**src/rtl/uart_tx_fifo_reader_pkg.sv**
```systemverilog
// Shared types and constants for the FIFO-fed UART transmitter.
// The PARITY state exists only when UART_TX_PARITY_EN is defined.
package uart_tx_fifo_reader_pkg;

  localparam int unsigned OVERSAMPLE = 16;
  localparam int unsigned DATA_BITS  = 8;
  localparam int unsigned TICK_IDX_W = $clog2(OVERSAMPLE);
  localparam int unsigned BIT_IDX_W  = $clog2(DATA_BITS);

`ifdef UART_TX_PARITY_EN
  typedef enum logic [2:0] {
    StIdle   = 3'd0,
    StStart  = 3'd1,
    StData   = 3'd2,
    StParity = 3'd3,
    StStop   = 3'd4
  } state_e;
`else
  typedef enum logic [2:0] {
    StIdle  = 3'd0,
    StStart = 3'd1,
    StData  = 3'd2,
    StStop  = 3'd4
  } state_e;
`endif

  // Oversample tick period in system clocks, integer-truncated.
  function automatic int unsigned tick_period(input int unsigned clk_freq,
                                              input int unsigned baud);
    return clk_freq / (baud * OVERSAMPLE);
  endfunction

endpackage

```
**src/rtl/uart_tx_fifo_reader_baud_tick_gen.sv**
```systemverilog
// Free-running oversample tick generator: counts 0..PERIOD-1 and flags the last count.
module baud_tick_gen #(
  parameter int unsigned PERIOD = 10
) (
  input  logic clk,
  input  logic rst,
  input  logic clear,
  output logic tick
);

  localparam int unsigned CntW = (PERIOD > 1) ? $clog2(PERIOD) : 1;
  localparam logic [CntW-1:0] CntLast = CntW'(PERIOD - 1);

  logic [CntW-1:0] cnt_q;

  always_ff @(posedge clk or posedge rst) begin
    if (rst) begin
      cnt_q <= '0;
    end else if (clear || (cnt_q == CntLast)) begin
      cnt_q <= '0;
    end else begin
      cnt_q <= cnt_q + 1'b1;
    end
  end

  assign tick = (cnt_q == CntLast);

endmodule

```
**src/rtl/uart_tx_fifo_reader.sv**
```systemverilog
// UART transmitter that pops bytes from an upstream FIFO and sends 8N1 frames
// (8E1 when UART_TX_PARITY_EN is defined).
module uart_tx_fifo_reader
  import uart_tx_fifo_reader_pkg::*;
#(
  parameter int unsigned CLK_FREQ = 100_000_000,
  parameter int unsigned BAUD     = 9600
) (
  input  logic       clk,
  input  logic       rst,
  input  logic       fifo_empty,
  input  logic [7:0] fifo_pop_data,
  output logic       fifo_pop,
  output logic       tx,
  output logic       tx_busy,
  output logic       tx_done
);

  localparam int unsigned TickPeriod = tick_period(CLK_FREQ, BAUD);
  localparam logic [TICK_IDX_W-1:0] TickLast = TICK_IDX_W'(OVERSAMPLE - 1);
  localparam logic [BIT_IDX_W-1:0]  BitLast  = BIT_IDX_W'(DATA_BITS - 1);

  state_e                state_q, state_d;
  logic [DATA_BITS-1:0]  shift_q, shift_d;
  logic [BIT_IDX_W-1:0]  bit_q, bit_d;
  logic [TICK_IDX_W-1:0] tcnt_q, tcnt_d;
  logic                  tx_q, tx_d;
  logic                  busy_q, busy_d;
  logic                  done_q, done_d;

  logic tick;
  logic bit_end;
  logic pop;

  baud_tick_gen #(
    .PERIOD (TickPeriod)
  ) u_tick_gen (
    .clk   (clk),
    .rst   (rst),
    .clear (pop),
    .tick  (tick)
  );

  // A bit ends on the 16th oversample tick.
  assign bit_end = tick && (tcnt_q == TickLast);

  always_comb begin
    state_d = state_q;
    shift_d = shift_q;
    bit_d   = bit_q;
    tcnt_d  = tcnt_q;
    done_d  = 1'b0;
    pop     = 1'b0;

    if (state_q != StIdle && tick) begin
      tcnt_d = tcnt_q + 1'b1;
    end

    case (state_q)
      StIdle: begin
        tcnt_d = '0;
        if (!fifo_empty) begin
          pop     = 1'b1;
          shift_d = fifo_pop_data;
          state_d = StStart;
        end
      end
      StStart: begin
        if (bit_end) begin
          state_d = StData;
        end
      end
      StData: begin
        if (bit_end) begin
          if (bit_q == BitLast) begin
            bit_d = '0;
`ifdef UART_TX_PARITY_EN
            state_d = StParity;
`else
            state_d = StStop;
`endif
          end else begin
            bit_d = bit_q + 1'b1;
          end
        end
      end
`ifdef UART_TX_PARITY_EN
      StParity: begin
        if (bit_end) begin
          state_d = StStop;
        end
      end
`endif
      StStop: begin
        if (bit_end) begin
          done_d  = 1'b1;
          state_d = StIdle;
        end
      end
      default: begin
        state_d = StIdle;
      end
    endcase

    // Line level is a registered function of the next state, so tx falls
    // exactly one cycle after the pop.
    case (state_d)
      StStart:  tx_d = 1'b0;
      StData:   tx_d = shift_d[bit_d];
`ifdef UART_TX_PARITY_EN
      StParity: tx_d = ^shift_d;
`endif
      default:  tx_d = 1'b1;
    endcase

    busy_d = (state_d != StIdle);
  end

  always_ff @(posedge clk or posedge rst) begin
    if (rst) begin
      state_q <= StIdle;
      shift_q <= '0;
      bit_q   <= '0;
      tcnt_q  <= '0;
      tx_q    <= 1'b1;
      busy_q  <= 1'b0;
      done_q  <= 1'b0;
    end else begin
      state_q <= state_d;
      shift_q <= shift_d;
      bit_q   <= bit_d;
      tcnt_q  <= tcnt_d;
      tx_q    <= tx_d;
      busy_q  <= busy_d;
      done_q  <= done_d;
    end
  end

  // Gate with rst so no byte is consumed while reset is held.
  assign fifo_pop = pop && !rst;
  assign tx       = tx_q;
  assign tx_busy  = busy_q;
  assign tx_done  = done_q;

endmodule

```
**config.mk**
```make
export PLATFORM = sky130hd
export DESIGN_NAME = uart_tx_fifo_reader
export DESIGN_NICKNAME = d
export VERILOG_FILES = /design/src/rtl/uart_tx_fifo_reader_pkg.sv /design/src/rtl/uart_tx_fifo_reader_baud_tick_gen.sv /design/src/rtl/uart_tx_fifo_reader.sv
export SDC_FILE = /design/constraint.sdc
export NUM_CORES = 1
export LEC_CHECK = 0
export CORE_ASPECT_RATIO = 1.4
export CORE_MARGIN = 2
export CORE_UTILIZATION = 43
export CTS_BUF_LIST = sky130_fd_sc_hd__clkbuf_8
export CTS_CLUSTER_SIZE = 28
export DETAILED_ROUTE_END_ITERATION = 8
export PLACE_DENSITY = 0.58
export SLEW_MARGIN = 20
export SYNTH_ARGS = -nofsm -noshare
export SYNTH_HDL_FRONTEND = slang
export SYNTH_HIERARCHICAL = 1
export SYNTH_SLANG_ARGS = --single-unit
export TNS_END_PERCENT = 5
```
**constraint.sdc**
```tcl
create_clock -name clk -period 6.75 [get_ports clk]
set_input_delay 1.35 -clock clk [delete_from_list [all_inputs] [get_ports clk]]
set_output_delay 1.35 -clock clk [all_outputs]
set_load 0.02 [all_outputs]
```
==> impl_metrics.csv, run 1 <==
group,metric,value,unit
routing,post-route-drc-count,0,
timing,setup_slack,2.57,ns
global_routing,first_global_vias,1276,
logic_synthesis,ys_seq_area_share,45.8,%
die,core_area,3850,µm²
power,power.internal,260,µW
cts,worstSkewPairLatency,0.28,ns
timing,fmaxAchievable,0.239,GHz
routing,drt.antenna.violating_nets,0,
cts,tritoncts,"built",
finish,seq_cell_area,777,µm²
routing,route.vias.total,1214,
finish,number_of_nets_in_the_layout,192,
logic_synthesis,adder_and_majority_cell_fraction_of_the_synthesized_area,3.69,%
power,sw_frac_of_total,21.7,%
cts,cts-root-buf,"sky130_fd_sc_hd__clkbuf_8",
finish,filler_cell_count,378,
power,clock_power_share,41.1,%
power,sequential_share_of_power,55.9,%
placed_design,detailedPlacementHpwl,2410,µm
logic_synthesis,post_synth.cell_area_avg,10.5,µm²
logic_synthesis,post_synth_inst_count,161,
logic_synthesis,synth_simple_gate_area_share,23.8,%
cts,post_cts_buffers,0,
die,effective_utilization_at_floorplan,44.1,%
logic_synthesis,synthDistinctLibCells,51,
die,io_pins,15,
global_routing,grt_start_max_net_pins,22,
cts,clockBufferDepth,2,
critical_path,critPathKind,"in2out",
logic_synthesis,ys_ff_latch,31,
timing,rsz0062_at_grt,"false",
logic_synthesis,synth_ff_type,"sky130_fd_sc_hd__dfrtp_1",
power,switchingPower,72.2,µW
critical_path,worst_ep_required_time,5.40,ns
placed_design,portBuffers,14,
critical_path,worst_setup_path_end_kind,"output port",
die,die_height,78.3,µm
routing,finalWirelength,3270,µm
critical_path,critical_path.max_stage_delay,0.62,ns
logic_synthesis,synthesis.nets,177,
critical_path,worstPathCellList,"clkdlybuf4s50_1 > nand2b_1 > nor2_1 > clkdlybuf4s50_1",
routing,tritonroute_pass_1_iters,4,
die,dieWidth,57.1,µm
routing,vias_per_cell,5.52,
power,leakagePower,0.884,nW
logic_synthesis,dominant_combinational_cell_family_by_area_after_synthesis,"simple AND/OR/NAND/NOR gates",
global_routing,global_route.overflow_total,0,
timing,slew_viol_final,0,
critical_path,path_common_cell,"sky130_fd_sc_hd__clkdlybuf4s50_1",
logic_synthesis,synth_compound_area_share,12.5,%
logic_synthesis,synth.mux.area_fraction,5.90,%
routing,dr.first_iter.drc_count,39,
die,rows,27,
worst_hold_path,hold-path-cell-count,1,
logic_synthesis,netlist_area,1700,µm²
critical_path,critical_path.startpoint_type,"primary input",
critical_path,number_of_cells_traversed_by_the_worst_register_to_register_path,10,
global_routing,grt_pass1_wl,5740,µm
timing,part_of_the_cycle_the_worst_path_needs,61.9,%
timing,timing.final.setup_violations,0,
finish,drive_gt1_share,13.6,%
global_routing,global_route.usage.total,16.6,%
outcome,outcome,"complete, no violations",
cts,clk_pin_slew,0.07,ns
cts,cts.sinks,31,
timing,fin_setup_tns,0,ns
die,fp.dieArea,4470,µm²
cts,post_cts_resize_count,0,
critical_path,slowest_stage,"sky130_fd_sc_hd__clkdlybuf4s50_1",
finish,number_of_inserted_diodes,0,
timing,period_needed,4.18,ns
cts,tritoncts.num_buffers,5,
logic_synthesis,yosysWarningCount,6,
critical_path,worstPathMaxFanout,7,
timing,actual_transition_at_the_worst_max_transition_pin,0.895,ns
cts,holdBufCountCts,0,
critical_path,worstPathArrival,2.83,ns
logic_synthesis,edff_count_synth,0,
placed_design,minimum_setup_slack_after_placement,2.58,ns
finish,synthToLayoutAreaGrowth,13.4,%
worst_hold_path,worst_hold_check_path_type,"reg2reg",
logic_synthesis,share_of_flip_flops_with_an_asynchronous_set_or_reset,100,%
global_routing,antenna_violations_before_repair,0,
placed_design,gpl.final_weighted_congestion,0.787,
logic_synthesis,synth-xor-area-share,3.10,%
timing,slew_headroom,38.8,%
routing,wire_per_inst,14.9,µm
timing,timing.final.hold_violations,0,
power,part_of_the_total_power_dissipated_in_combinational_logic,3.0,%
finish,multi_input_logic_area,832,µm²
job,maxCapViolations,0,
power,vdd_ir_drop_max,0.000138,V
cts,htree_num_levels,2,
power,power_per_unit_of_standard_cell_area,173,nW/µm²
timing,clock_skew,0.00892,ns
==> per-stage QoR <==
| stage | area, µm² | power [mW] | cells | hold slack [ns] | util, % |
|---|---|---|---|---|---|
| floorplan | 1700 | 0.192 | 161 | 0.446 | - |
| global placement | 1840 | 0.199 | 212 | 0.485 | 47.9 |
| detailed placement | 1840 | 0.200 | 212 | 0.485 | 47.9 |
| CTS | 1920 | 0.339 | 220 | 0.500 | 50.0 |
| global route | 1920 | 0.349 | 220 | 0.516 | 50.0 |
| finish | 1920 | 0.332 | 220 | 0.493 | 50.0 |
==> synth_stat cells, types with 2 or more instances <==
| library cell | instances | area [µm²] |
|---|---|---|
| sky130_fd_sc_hd__a31oi_1 | 3 | 18.8 |
| sky130_fd_sc_hd__or3_1 | 3 | 18.8 |
| sky130_fd_sc_hd__mux2_1 | 4 | 45.0 |
| sky130_fd_sc_hd__buf_6 | 2 | 22.5 |
| sky130_fd_sc_hd__dfrtp_1 | 30 | 751 |
| sky130_fd_sc_hd__or3_2 | 2 | 15.0 |
| sky130_fd_sc_hd__nor3_1 | 5 | 25.0 |
| sky130_fd_sc_hd__a21oi_2 | 2 | 17.5 |
| sky130_fd_sc_hd__o21ai_0 | 6 | 30.0 |
| sky130_fd_sc_hd__buf_4 | 2 | 15.0 |
| sky130_fd_sc_hd__nor3_4 | 2 | 32.5 |
| sky130_fd_sc_hd__nand3b_1 | 2 | 15.0 |
| sky130_fd_sc_hd__nand3_1 | 6 | 30.0 |
| sky130_fd_sc_hd__mux2i_1 | 4 | 40.0 |
| sky130_fd_sc_hd__inv_1 | 9 | 33.8 |
| sky130_fd_sc_hd__nand4_1 | 3 | 18.8 |
| sky130_fd_sc_hd__nand2_1 | 12 | 45.0 |
| sky130_fd_sc_hd__xnor2_1 | 2 | 17.5 |
| sky130_fd_sc_hd__xor2_1 | 4 | 35.0 |
| sky130_fd_sc_hd__nor4b_1 | 2 | 17.5 |
| sky130_fd_sc_hd__ha_1 | 5 | 62.6 |
| sky130_fd_sc_hd__a211oi_1 | 2 | 15.0 |
| sky130_fd_sc_hd__buf_2 | 2 | 10.0 |
| sky130_fd_sc_hd__and3_1 | 2 | 12.5 |
| sky130_fd_sc_hd__a21oi_1 | 7 | 35.0 |
| sky130_fd_sc_hd__nor2_1 | 13 | 48.8 |
==> routing by layer <==
metal / routed length [µm] / vias to the layer above / global-route usage (%)
li1: - / 609 / -
met4: 54 / 0 / 6.28
met2: 1790 / 12 / 30.2
met3: 89 / 6 / 4.12
met1: 1340 / 587 / 18.2
met5: 0 / - / 0
==> power by group through the flow <==
stage / sequential (mW) / combinational, mW / clock, mW
finish: 0.186 / 0.0100 / 0.137
global route: 0.186 / 0.0112 / 0.152
global placement: 0.189 / 0.0102 / 0
floorplan: 0.189 / 0.00295 / 0
detailed placement: 0.189 / 0.0103 / 0
CTS: 0.186 / 0.0104 / 0.143
==> final cells by class <==
cell class,instances,share of cell area [%]
clock inverters,3,0.650
repair buffers,14,7.28
multi-input cells,114,43.2
inverters,10,2.08
well taps,43,2.80
flip-flops and latches,31,40.4
clock buffers,5,3.58
==> cell families after synthesis <==
group / count (synthesis)
compound gates: 30
flops: 31
xor+xnor: 6
mux: 9
simple gates: 64
fa+ha+maj: 5
buf+inv: 16
==> state kept, by name, indices dropped and copies added (netlist names) <==
signal            flops
u_tick_gen/cnt_q     10
shift_q               8
tcnt_q                4
bit_q                 3
state_q               3
tx                    1
tx_busy               1
tx_done               1
==> critical path, delay by kind of cell <==
family,cells,cell delay (ns)
simple gates,2,0.44
buf+inv,2,1.04
==> cells in the final DEF (no fill, tap or decap), types with 2 or more instances in the layout <==
| cell type | count |
|---|---|
| sky130_fd_sc_hd__xor2_1 | 4 |
| sky130_fd_sc_hd__clkdlybuf4s50_1 | 14 |
| sky130_fd_sc_hd__xnor2_1 | 2 |
| sky130_fd_sc_hd__nor3_1 | 5 |
| sky130_fd_sc_hd__nor3_4 | 2 |
| sky130_fd_sc_hd__inv_1 | 11 |
| sky130_fd_sc_hd__mux2i_1 | 4 |
| sky130_fd_sc_hd__nand2_1 | 12 |
| sky130_fd_sc_hd__nand3b_1 | 2 |
| sky130_fd_sc_hd__nand4_1 | 3 |
| sky130_fd_sc_hd__a211oi_1 | 2 |
| sky130_fd_sc_hd__dfrtp_1 | 30 |
| sky130_fd_sc_hd__a21oi_1 | 7 |
| sky130_fd_sc_hd__or3_1 | 3 |
| sky130_fd_sc_hd__clkbuf_8 | 5 |
| sky130_fd_sc_hd__o21ai_0 | 6 |
| sky130_fd_sc_hd__nor2_1 | 13 |
| sky130_fd_sc_hd__or3_2 | 2 |
| sky130_fd_sc_hd__nand3_1 | 6 |
| sky130_fd_sc_hd__a31oi_1 | 3 |
| sky130_fd_sc_hd__mux2_1 | 4 |
| sky130_fd_sc_hd__nor4b_1 | 2 |
| sky130_fd_sc_hd__a21oi_2 | 2 |
| sky130_fd_sc_hd__and3_1 | 2 |
| sky130_fd_sc_hd__ha_1 | 5 |
==> final timing paths <==
| kind | startpoint | to | slack, ns |
|---|---|---|---|
| min in group asynchronous | rst | u_tick_gen/cnt_q[6] | 1.42 |
| hold / removal | shift_q[1] | shift_q[1] | 0.49 |
| max in group asynchronous | rst | shift_q[5] | 4.65 |
| hold reg to reg | shift_q[1] | shift_q[1] | 0.49 |
| setup reg to reg | u_tick_gen/cnt_q[0] | tx | 3.51 |
| setup / recovery | fifo_empty | fifo_pop | 2.57 |
(Power assumes the default switching activity.)
==> run 2: changes to the inputs <==
--- a/config.mk
+++ b/config.mk
@@ -11,7 +11,7 @@
 export CTS_BUF_LIST = sky130_fd_sc_hd__clkbuf_8
 export CTS_CLUSTER_SIZE = 28
 export DETAILED_ROUTE_END_ITERATION = 8
-export PLACE_DENSITY = 0.58
+export PLACE_DENSITY = 0.61
 export SLEW_MARGIN = 20
 export SYNTH_ARGS = -nofsm -noshare
 export SYNTH_HDL_FRONTEND = slang
==> constraint.sdc (replaced) <==
create_clock -name clk -period 3.41 [get_ports clk]
set_input_delay 0.682 -clock clk [delete_from_list [all_inputs] [get_ports clk]]
set_output_delay 0.682 -clock clk [all_outputs]
set_load 0.02 [all_outputs]
==> impl_metrics.csv, run 2 (synthesis results as in run 1) <==
group,metric,value,unit
cts,tritoncts,"built",
global_routing,first_global_vias,1302,
timing,fmaxAchievable,0.350,GHz
finish,number_of_nets_in_the_layout,193,
power,power_per_unit_of_standard_cell_area,388,nW/µm²
die,core_area,3850,µm²
power,part_of_the_total_power_dissipated_in_combinational_logic,2.6,%
cts,htree_num_levels,2,
cts,post_cts_buffers,0,
critical_path,number_of_cells_traversed_by_the_worst_register_to_register_path,9,
finish,highest_count_cells_in_the_layout_ignoring_fill_and_taps,"30 x sky130_fd_sc_hd__dfrtp_1, 14 x sky130_fd_sc_hd__clkdlybuf4s50_1, 13 x sky130_fd_sc_hd__nor2_1",
power,vdd_ir_drop_max,0.000261,V
cts,post_cts_resize_count,0,
die,dieWidth,57.1,µm
finish,largestRegisters,"u_tick_gen/cnt_q x10, shift_q x8, tcnt_q x4",
outcome,outcome,"complete, no violations",
timing,actual_transition_at_the_worst_max_transition_pin,0.869,ns
routing,tritonroute_pass_1_iters,4,
power,power.internal,614,µW
finish,postLayoutCellArea,1970,µm²
finish,most_common_cell_after_layout_fill_and_taps_aside,"sky130_fd_sc_hd__dfrtp_1",
timing,rsz0062_at_grt,"false",
timing,clock_skew,0.0114,ns
routing,drt.antenna.violating_nets,0,
finish,number_of_inserted_diodes,0,
finish,synthToLayoutAreaGrowth,16.0,%
timing,timing.final.setup_violations,0,
placed_design,detailedPlacementHpwl,2510,µm
routing,dr.first_iter.drc_count,23,
global_routing,antenna_violations_before_repair,0,
finish,drive_gt1_share,15.2,%
die,die_height,78.3,µm
cts,holdBufCountCts,0,
critical_path,critPathKind,"reg2reg",
power,sequential_share_of_power,48.2,%
power,clock_power_share,49.2,%
placed_design,portBuffers,14,
placed_design,place_area,1850,µm²
critical_path,worstPathMaxFanout,9,
cts,clockBufferDepth,2,
timing,slew_headroom,40.6,%
routing,finalWirelength,3420,µm
cts,cts-root-buf,"sky130_fd_sc_hd__clkbuf_8",
finish,largest_reg_flops,10,
routing,wire_per_inst,15.5,µm
timing,holdWs,0.493,ns
routing,vias_per_cell,5.65,
worst_hold_path,hold-path-cell-count,1,
die,rows,27,
cts,cts.sinks,31,
timing,period_needed,2.86,ns
finish,filler_cell_count,367,
power,total_power,763,µW
worst_hold_path,timing.hold.worst.start,"shift_q[3]",
critical_path,r2r_setup_slack,0.55,ns
job,maxCapViolations,0,
die,effective_utilization_at_floorplan,44.1,%
global_routing,grt_pass1_wl,5910,µm
cts,worstSkewPairLatency,0.28,ns
power,sw_frac_of_total,19.5,%
timing,timing.final.hold_violations,0,
critical_path,rr_endpoint,"tx",
worst_hold_path,timing.hold.worst_endpoint,"shift_q[3]",
global_routing,global_route.overflow_total,0,
power,leakagePower,0.901,nW
finish,seq_cell_area,777,µm²
routing,route.vias.total,1249,
routing,post-route-drc-count,0,
cts,tritoncts.num_buffers,5,
global_routing,global_route.usage.total,17.2,%
critical_path,timing.rr.start,"u_tick_gen/cnt_q[2]",
critical_path,worst_setup_path_end_kind,"flop",
timing,slew_viol_final,0,
power,switchingPower,149,µW
placed_design,gpl.final_weighted_congestion,0.718,
cts,clk_pin_slew,0.07,ns
critical_path,worstPathArrival,3.07,ns
die,io_pins,15,
critical_path,critical_path.startpoint_type,"flop",
timing,fin_setup_tns,0,ns
timing,part_of_the_cycle_the_worst_path_needs,83.9,%
finish,top_register,"u_tick_gen/cnt_q",
finish,postLayoutCoreUtil,51.1,%
worst_hold_path,worst_hold_check_path_type,"reg2reg",
critical_path,worst_ep_required_time,3.62,ns
finish,multi_input_logic_area,832,µm²
global_routing,grt_start_max_net_pins,22,
die,fp.dieArea,4470,µm²
[run 2: worst max-delay path: stages (launching register included)]
cell and delay [ns]:
sky130_fd_sc_hd__dfrtp_1 0.46, sky130_fd_sc_hd__or3b_4 0.42, sky130_fd_sc_hd__nor3_1 0.14, sky130_fd_sc_hd__buf_4 0.17, sky130_fd_sc_hd__and4_1 0.41, sky130_fd_sc_hd__nand2_2 0.21, sky130_fd_sc_hd__mux2_4 0.37, sky130_fd_sc_hd__a221o_1 0.27
sky130_fd_sc_hd__o21a_1 0.17, sky130_fd_sc_hd__a31oi_1 0.17
[run 2: area by class of cell]
class,instances,share of cell area (%)
clock buffer,6,4.20
clock inverter,2,1.78
inverter,10,2.03
multi-input combinational,114,42.3
sequential,31,39.5
tap,43,2.73
timing repair buffer,15,7.50
[run 2: power by group through the flow]
stage	Clock, mW	Combinational [mW]	Sequential [mW]
2_1_floorplan	0	0.00585	0.375
3_3_place_gp	0	0.0201	0.375
3_5_place_dp	0	0.0205	0.375
4_1_cts	0.387	0.0207	0.368
5_1_grt	0.402	0.0224	0.367
6_report	0.376	0.0198	0.368
[run 2: layer usage]
layer	GRT usage (%)	part of all wire, %	vias to the layer above
met5	0	0	-
met4	7.91	3.0	0
met3	5.11	3.3	12
met2	30.0	52	22
met1	18.7	42	607
li1	-	-	608
[run 2: per-stage QoR]
step           setup slack (ns)  instances
2_1_floorplan             0.640        161
3_3_place_gp              0.578        213
3_5_place_dp              0.561        213
4_1_cts                   0.558        221
5_1_grt                   0.387        221
6_report                  0.549        221
[run 2: worst max path at each step]
stage,from,end,cells after the start
global route,u_tick_gen/cnt_q[0],tx,11
detailed placement,u_tick_gen/cnt_q[0],tx,11
finish,u_tick_gen/cnt_q[2],tx,9
floorplan,u_tick_gen/cnt_q[2],tx,10
global placement,u_tick_gen/cnt_q[0],tx,11
CTS,fifo_empty,fifo_pop,4
==> run 3: changes to the inputs <==
==> constraint.sdc (replaced) <==
create_clock -name clk -period 2.63 [get_ports clk]
set_input_delay 0.526 -clock clk [delete_from_list [all_inputs] [get_ports clk]]
set_output_delay 0.526 -clock clk [all_outputs]
set_load 0.02 [all_outputs]
==> impl_metrics.csv, run 3 (synthesis results as in run 1) <==
group,metric,value,unit
outcome,outcome,"complete, no violations",
timing,actual_transition_at_the_worst_max_transition_pin,0.834,ns
die,die_height,78.3,µm
die,io_pins,15,
global_routing,first_global_vias,1314,
finish,drive_gt1_share,18.8,%
power,leakagePower,0.933,nW
routing,top_signal_layer_used,"met4",
critical_path,rr_endpoint,"tx",
timing,fmaxAchievable,0.401,GHz
routing,wire_per_inst,14.8,µm
finish,top_register,"u_tick_gen/cnt_q",
die,fp.dieArea,4470,µm²
finish,most_common_cell_after_layout_fill_and_taps_aside,"sky130_fd_sc_hd__dfrtp_1",
die,rows,27,
cts,cts.sinks,31,
routing,wl_met1,1270,µm
routing,finalWirelength,3400,µm
routing,route.vias.total,1290,
critical_path,worst_ep_required_time,2.10,ns
routing,vias_per_cell,5.63,
finish,synthToLayoutAreaGrowth,18.8,%
worst_hold_path,timing.hold.worst_endpoint,"shift_q[1]",
critical_path,critPathKind,"reg2out",
cts,worstSkewPairLatency,0.27,ns
worst_hold_path,worst_hold_check_path_type,"reg2reg",
finish,postLayoutCellArea,2020,µm²
global_routing,antenna_violations_before_repair,0,
critical_path,worst_setup_path_end_kind,"output port",
routing,dr.first_iter.drc_count,29,
finish,filler_cell_count,358,
timing,clock_skew,0.00524,ns
routing,tritonroute_pass_1_iters,4,
cts,tritoncts.num_buffers,5,
routing,drt.antenna.violating_nets,0,
placed_design,place_area,1920,µm²
placed_design,detailedPlacementHpwl,2610,µm
timing,slew_viol_final,0,
timing,timing.final.setup_violations,0,
die,effective_utilization_at_floorplan,44.1,%
timing,timing.final.hold_violations,0,
die,dieWidth,57.1,µm
worst_hold_path,hold-path-cell-count,1,
critical_path,worstPathArrival,1.97,ns
cts,clockBufferDepth,2,
critical_path,timing.rr.start,"u_tick_gen/cnt_q[0]",
job,maxCapViolations,0,
timing,part_of_the_cycle_the_worst_path_needs,94.8,%
routing,met2WireLength,1890,µm
power,vdd_ir_drop_max,0.000375,V
cts,tritoncts,"built",
cts,cts-root-buf,"sky130_fd_sc_hd__clkbuf_8",
routing,met3WireLength,123,µm
finish,largestRegisters,"u_tick_gen/cnt_q x10, shift_q x8, tcnt_q x4",
cts,clk_pin_slew,0.06,ns
global_routing,global_route.usage.total,16.7,%
die,core_area,3850,µm²
routing,post-route-drc-count,0,
timing,fin_setup_tns,0,ns
worst_hold_path,timing.hold.worst.start,"shift_q[1]",
cts,post_cts_resize_count,0,
timing,slew_headroom,44.3,%
cts,post_cts_buffers,0,
global_routing,global_route.overflow_total,0,
cts,holdBufCountCts,0,
placed_design,gpl.final_weighted_congestion,0.830,
placed_design,minimum_setup_slack_after_placement,0.241,ns
critical_path,number_of_cells_traversed_by_the_worst_register_to_register_path,10,
timing,setup_slack,0.138,ns
placed_design,portBuffers,14,
finish,number_of_inserted_diodes,0,
power,power_per_unit_of_standard_cell_area,447,nW/µm²
finish,highest_count_cells_in_the_layout_ignoring_fill_and_taps,"30 x sky130_fd_sc_hd__dfrtp_1, 14 x sky130_fd_sc_hd__clkdlybuf4s50_1, 13 x sky130_fd_sc_hd__nor2_1",
finish,largest_reg_flops,10,
finish,number_of_nets_in_the_layout,201,
global_routing,grt_pass1_wl,5780,µm
critical_path,r2r_setup_slack,0.24,ns
critical_path,critical_path.startpoint_type,"flop",
global_routing,grt_start_max_net_pins,22,
cts,htree_num_levels,2,
critical_path,worstPathMaxFanout,9,
timing,period_needed,2.49,ns
timing,rsz0062_at_grt,"false",
==> run 3: layout make-up <==
type	count	area, µm²	share of cell area, %
Clock buffer	7	96.3	4.78
Clock inverter	1	3.75	0.186
Inverter	10	40.0	1.99
Multi-Input combinational cell	114	837	41.5
Sequential cell	31	777	38.5
Tap cell	43	53.8	2.67
Timing Repair Buffer	23	208	10.3
==> run 3: metal layers <==
metal  vias up  track usage, %
met5         -               0
met4         0            7.67
met3        11            4.28
met1       618            16.5
met2        27            31.6
li1        634               -
==> run 3: power breakdown <==
part	total (mW)	leakage [nW]	internal (mW)	switching, mW
Clock	0.399	0.0557	0.235	0.164
Sequential	0.477	0.405	0.477	0
Combinational	0.0255	0.473	0.0134	0.0120
Total	0.901	0.933	0.725	0.176
==> run 3: how the worst max path moves through the flow <==
stage / to / slack, ns / from / cells after the start
after floorplan: tx / 0.05 / u_tick_gen/cnt_q[2] / 10
final: fifo_pop / 0.14 / state_q[2] / 4
after global placement: fifo_pop / 0.28 / fifo_empty / 4
after detailed placement: tx / 0.24 / u_tick_gen/cnt_q[0] / 10
after global routing: fifo_pop / 0.05 / state_q[2] / 4
after CTS: fifo_pop / 0.13 / state_q[2] / 4
==> run 3: through the flow <==
stage | cells | total power [mW] | util [%] | hold WS [ns]
2_1_floorplan | 161 | 0.493 | - | 0.366
3_3_place_gp | 221 | 0.512 | 49.7 | 0.484
3_5_place_dp | 221 | 0.512 | 49.7 | 0.491
4_1_cts | 229 | 0.912 | 52.3 | 0.506
5_1_grt | 229 | 0.936 | 52.3 | 0.519
6_report | 229 | 0.901 | 52.3 | 0.499
==> run 3: critical path: stages, from the launching register on <==
cell	delay (ns)
sky130_fd_sc_hd__dfrtp_1	0.51
sky130_fd_sc_hd__nor3_4	0.32
sky130_fd_sc_hd__nand2b_1	0.14
sky130_fd_sc_hd__nor2_1	0.12
sky130_fd_sc_hd__clkdlybuf4s50_1	0.61
